`src/rtl/lsu_sequencer.sv`:
```
// Load/store sequencer: one command at a time, word-only memory, RMW for SB/SH.
// Ports: cmd_* / mem_rd_en / mem_wd_en / mem_type / addr / wdata in; done/err/rdata out; mem_* bus.
module lsu_sequencer #(
  parameter int ADDR_W = 8
) (
  input  logic              clk,
  input  logic              rst,
  input  logic              cmd_valid,
  output logic              cmd_ready,
  input  logic              mem_rd_en,
  input  logic              mem_wd_en,
  input  logic [2:0]        mem_type,
  input  logic [31:0]       addr,
  input  logic [31:0]       wdata,
  output logic              done,
  output logic              err,
  output logic [31:0]       rdata,
  output logic              mem_req,
  output logic              mem_we,
  output logic [ADDR_W-1:0] mem_addr,
  output logic [31:0]       mem_wdata,
  input  logic              mem_gnt,
  input  logic              mem_rvalid,
  input  logic [31:0]       mem_rdata
);

  typedef enum logic [2:0] {
    IDLE, RD_REQ, RD_WAIT, WR_REQ, DONE, ERR
  } state_t;

  state_t state_q, state_d;

  logic [ADDR_W+1:0] addr_q;
  logic [2:0]        type_q;
  logic              store_q;
  logic [31:0]       wdata_q;
  logic [31:0]       rdata_q;

  logic accept;
  logic is_ld, is_st, is_half, is_word;
  logic bad_op, bad_type, misal, illegal;
  logic unused_addr;

  assign unused_addr = ^addr[31:ADDR_W+2];

  assign accept  = cmd_valid & cmd_ready;
  assign is_ld   = mem_rd_en & ~mem_wd_en;
  assign is_st   = mem_wd_en & ~mem_rd_en;
  assign is_half = (mem_type == 3'd1) | (mem_type == 3'd5);
  assign is_word = (mem_type == 3'd2);

  assign bad_op   = ~(is_ld | is_st);
  assign bad_type = (is_ld & ((mem_type == 3'd3) | (mem_type[2:1] == 2'b11)))
                  | (is_st & (mem_type > 3'd2));
  assign misal    = (is_half & addr[0]) | (is_word & (|addr[1:0]));
  assign illegal  = bad_op | bad_type | misal;

  // Load extraction and store merge, both from the word on mem_rdata
  logic [7:0]  byte_v;
  logic [15:0] half_v;
  logic        sx;
  logic [31:0] ld_val;
  logic [31:0] merged;

  assign byte_v = mem_rdata[{addr_q[1:0], 3'b000} +: 8];
  assign half_v = mem_rdata[{addr_q[1], 4'b0000} +: 16];
  assign sx     = ~type_q[2];

  always_comb begin
    ld_val = mem_rdata;
    unique case (1'b1)
      type_q[1:0] == 2'd0: ld_val = {{24{byte_v[7] & sx}}, byte_v};
      type_q[1:0] == 2'd1: ld_val = {{16{half_v[15] & sx}}, half_v};
      default:             ld_val = mem_rdata;
    endcase
  end

  always_comb begin
    merged = mem_rdata;
    if (type_q[1:0] == 2'd1)
      merged[{addr_q[1], 4'b0000} +: 16] = wdata_q[15:0];
    else
      merged[{addr_q[1:0], 3'b000} +: 8] = wdata_q[7:0];
  end

  always_ff @(posedge clk or posedge rst) begin
    if (rst) state_q <= IDLE;
    else     state_q <= state_d;
  end

  always_comb begin
    state_d = state_q;
    unique case (state_q)
      IDLE: begin
        if (accept) begin
          unique case (1'b1)
            illegal:               state_d = ERR;
            is_st & is_word:       state_d = WR_REQ;
            default:               state_d = RD_REQ;
          endcase
        end
      end
      RD_REQ:  if (mem_gnt) state_d = RD_WAIT;
      RD_WAIT: if (mem_rvalid) state_d = store_q ? WR_REQ : DONE;
      WR_REQ:  if (mem_gnt) state_d = DONE;
      DONE:    state_d = IDLE;
      ERR:     state_d = IDLE;
      default: state_d = IDLE;
    endcase
  end

  always_comb begin
    cmd_ready = (state_q == IDLE);
    mem_req   = (state_q == RD_REQ) | (state_q == WR_REQ);
    mem_we    = (state_q == WR_REQ);
    done      = (state_q == DONE) | (state_q == ERR);
    err       = (state_q == ERR);
  end

  always_ff @(posedge clk or posedge rst) begin
    if (rst) begin
      addr_q  <= '0;
      type_q  <= '0;
      store_q <= 1'b0;
      wdata_q <= '0;
      rdata_q <= '0;
    end else begin
      if (accept) begin
        addr_q  <= addr[ADDR_W+1:0];
        type_q  <= mem_type;
        store_q <= is_st;
        wdata_q <= wdata;
      end
      if (state_q == RD_WAIT && mem_rvalid) begin
        if (store_q) wdata_q <= merged;
        else         rdata_q <= ld_val;
      end
    end
  end

  assign rdata     = rdata_q;
  assign mem_addr  = addr_q[ADDR_W+1:2];
  assign mem_wdata = wdata_q;

endmodule

```
`config.mk`:
```
export PLATFORM = sky130hd
export DESIGN_NAME = lsu_sequencer
export DESIGN_NICKNAME = d
export VERILOG_FILES = /design/src/rtl/lsu_sequencer.sv
export SDC_FILE = /design/constraint.sdc
export NUM_CORES = 1
export LEC_CHECK = 0
export BUFFER_PORTS_ARGS = -buffer_cell sky130_fd_sc_hd__buf_2
export CAP_MARGIN = 40
export CORE_MARGIN = 2
export CORE_UTILIZATION = 45
export CTS_BUF_LIST = sky130_fd_sc_hd__clkbuf_4 sky130_fd_sc_hd__clkbuf_8 sky130_fd_sc_hd__clkbuf_16
export DETAILED_ROUTE_END_ITERATION = 7
export GPL_TIMING_DRIVEN = 0
export PLACE_DENSITY_LB_ADDON = 0.3
export SLEW_MARGIN = 20
export SYNTH_ARGS = -nofsm -noshare
export SYNTH_HDL_FRONTEND = slang
export SYNTH_SLANG_ARGS = --single-unit
```
`constraint.sdc`:
```
create_clock -name clk -period 2.25 [get_ports clk]
set_input_delay 0.1125 -clock clk [delete_from_list [all_inputs] [get_ports clk]]
set_output_delay 0.1125 -clock clk [all_outputs]
set_load 0.05 [all_outputs]
```
==> implementation parameters <==
Parameter                              Value

Timing
  Final setup violation count    0
  Setup_tns    0 ns
  Count of endpoints failing hold in the final timing report    0
  Portion of the clock cycle consumed by the worst path in the final layout    97.57%
  Time the final worst path needs with I/O delays and setup    2.195 ns
  Maximum clock skew at final layout    0.009021 ns
  Setup repair after global routing missed its margin    no
  Worst-Margin Slew    0.5430 ns
  Maximum clock frequency    455.5 MHz
  Worst-case headroom to the max-slew limit    63.80%
  Pins over their slew limit    0

Routing
  Antenna Nets Post-Route    0
  Uppermost routed layer    met4
  Routed length per placed instance    19.05 um
  Vias after detailed routing    5029
  Number of vias per cell after detailed routing    5.910
  # DRC    0
  Iter 0 DRT Violations    441
  Length of routed met2 wiring    7463 um
  Met3 wire len    between 1500 and 2000 um
  Detailed Routing Iterations Pass 1    7
  Final Routed Wirelength    16210 um
  Met1 wire length    6622 um

Pwr
  Flop pwr share    25.8%
  Cell Pwr Density    1680 nW/um^2
  Static leakage    2.938 nW
  Clk pwr share    11.7%
  Logic pwr share    62.5%
  P_sw    5.729 mW
  Fraction of power spent switching nets    54.73%
  Cell-internal power    between 4 and 5 mW
  Largest voltage drop on the vdd net    ~0.00072 V

Clock network
  Reg clk slew, reported paths    0.09 ns
  Buffers inserted by post-CTS timing repair    0
  Clock latency at the later pin of the worst-skew pair    0.37 ns
  CTS H-tree depth    3
  Clock buffer count from CTS    9
  CTS Root Cell    clkbuf_8
  Clk sinks    81
  CTS tree    yes
  Maximum buffer depth of the clock tree    2

Floorplan
  Cell row count    37
  Height of the chip    106.1 um
  Number of top-level pins    around 180
  Die X-Extent    106.1 um
  Initial Util    45.81%
  Area of the die    11250 sq um
  Core Area    10230 sq um

Cells and area
  Fraction of layout instances using a drive strength above 1    31.33%
  Cell Count, Final, Fillers Out    between 800 and 900
  # nets final    823
  Commonest non-fill, non-tap cell in the layout    buf_2
  Most frequent cells in the layout    buf_2, nand2_1, dfrtp_1
  Ant diodes    0
  Seq. cell area    2028 sq um
  Area taken by multi-input logic gates    around 2400 sq um
  Fill cell count    around 870
  Area growth from synthesis to layout    32.92%

Synthesis
  Number of flops mapped to enable cells by yosys    0
  Share of flip-flops with an asynchronous set or reset    between 90% and 100%
  Cell count after synthesis    510
  Mapped Nets    623
  Cell taking the most area after synthesis    dfrtp_1
  Warning count from the yosys run    0
  Top flip-flop cell by instance count after synthesis    dfrtp_1
  Synthesized area per cell    roughly 9.2 sq um
  Sequential fraction of the synthesis area    43.25%
  Synthesized cell area    about 4700 sq um
  Flip-flop and latch count after synthesis    81
  Distinct cells, synth    50
  Fraction of synthesized cell area taken by the top area cell type    a little over two fifths
  Cell types with the largest area share after synthesis    dfrtp_1, nand2_1, a21oi_1

Critical path
  Required time at the endpoint of the critical path    2.54 ns
  Arrival time of the worst setup path    2.48 ns
  Largest fanout on the critical path    19
  Category of the worst setup path capture point    flip-flop
  Worst setup path category    reg2reg
  Critical Path Start Type    flip-flop

Global routing
  Global-route total usage across every layer    29.34%
  Total congestion overflow after global routing    0
  Antenna violations before repair    0
  Maximum number of pins on one net before global-route repair    44
  Via count of the first global-routing pass    4732
  Global-route wire length before repair    roughly 25000 um

Place
  HPWL Detailed    approximately 12000 um
  # placed instances    roughly 810
  Number of port buffers    160
  RePlAce Congestion    0.9002

Hold path
  Min-delay worst type    in2reg

Run
  MaxCap Viol Count    0

Run status
  Outcome    complete, no violations
## metrics by stage
step | instance area, sq um | util (%) | total power, mW | setup slack, ns | hold WS (ns)
global placement | 5659 | 55.31 | 9.013 | -0.8735 | 0.3030
finish | 6230 | 60.89 | 10.47 | 0.05465 | 0.003399
CTS | 6211 | 60.71 | 10.42 | 0.003561 | 0.000003941
detailed placement | 5682 | 55.53 | 9.134 | -0.3599 | 0.1890
floorplan | 4688 | - | 7.574 | 0.05741 | 0.2179
global route | 6230 | 60.89 | 11.08 | 0.008222 | 0.01379
## sequential cells by signal, indices dropped and copies added (netlist names)
register / cells
state_q: 3
rdata: 32
store_q: 1
type_q: 3
addr_q: 10
mem_wdata: 32
## final timing paths
path                       startpoint       endpoint  slack, ns  cells after the start
max reg2reg                 addr_q[1]  mem_wdata[25]       0.05                      8
min                         wdata[18]  mem_wdata[18]      0.003                      3
max                         addr_q[1]  mem_wdata[25]       0.05                      8
min reg2reg                 addr_q[5]      addr_q[5]       0.48                      2
min in group asynchronous         rst      addr_q[2]       0.33                      3
max in group asynchronous         rst  mem_wdata[18]       1.33                      4
## critical path: stages, from the launching register on
cell,delay [ns]
dfrtp_1,0.44
buf_4,0.24
inv_6,0.10
ha_1,0.32
nor4bb_1,0.36
buf_4,0.22
a221o_1,0.14
a21oi_1,0.11
a31oi_1,0.19
## power by group through the flow
stage / clock network (mW) / registers [mW] / logic [mW]
floorplan: 0 / 4.61 / 2.97
global placement: 0 / 2.68 / 6.33
detailed placement: 0 / 2.71 / 6.42
CTS: 1.25 / 2.68 / 6.49
global route: 1.31 / 2.80 / 6.97
finish: 1.22 / 2.70 / 6.54
## area by class of cell
type                       instances  area share, %
multi-input combinational        373          38.48
sequential                        81          32.56
timing repair buffer             192          18.16
buffer                            44          3.736
tap                              136          2.731
clock buffer                      10          2.209
clock inverter                     6          1.466
inverter                           9         0.6628
## per-layer routing
metal / GRT usage (%) / vias to the layer above
met5: 0 / -
met4: 12.22 / 0
met3: 6.254 / 42
met2: 45.02 / 296
met1: 40.43 / 2408
li1: - / 2283
## logic make-up (layout without fill, tap and decap cells)
kind of cell | count (synthesis) | after routing | share of synthesized area (%)
muxes | 18 | 18 | 5.713
AOI/OAI and AO/OA | 166 | 166 | 26.11
DFF | 81 | 81 | 43.25
and+or+nand+nor | 182 | 182 | 17.41
buffers and inverters | 56 | 261 | 5.659
adders and majority gates | 7 | 7 | 1.869
## timing repair
| item | CTS | global route |
|---|---|---|
| endpoints found under the hold margin | 67 | 1 |
| hold buffers | 30 | 1 |
| resized for setup | 4 | 5 |
| gates cloned | 0 | 0 |
| setup endpoints to repair | 31 | 27 |
## synthesized netlist by cell type (8+ instances only)
master,instances
mux2i_1,11
nand4_1,8
buf_4,8
a221oi_1,16
a31oi_1,24
clkbuf_1,22
dfrtp_1,81
o211ai_1,9
nand2_1,101
nor2_1,39
a21oi_1,48
buf_2,14
a22o_1,15
a221o_1,20
inv_1,8
Power figures use the tool's default switching activity.
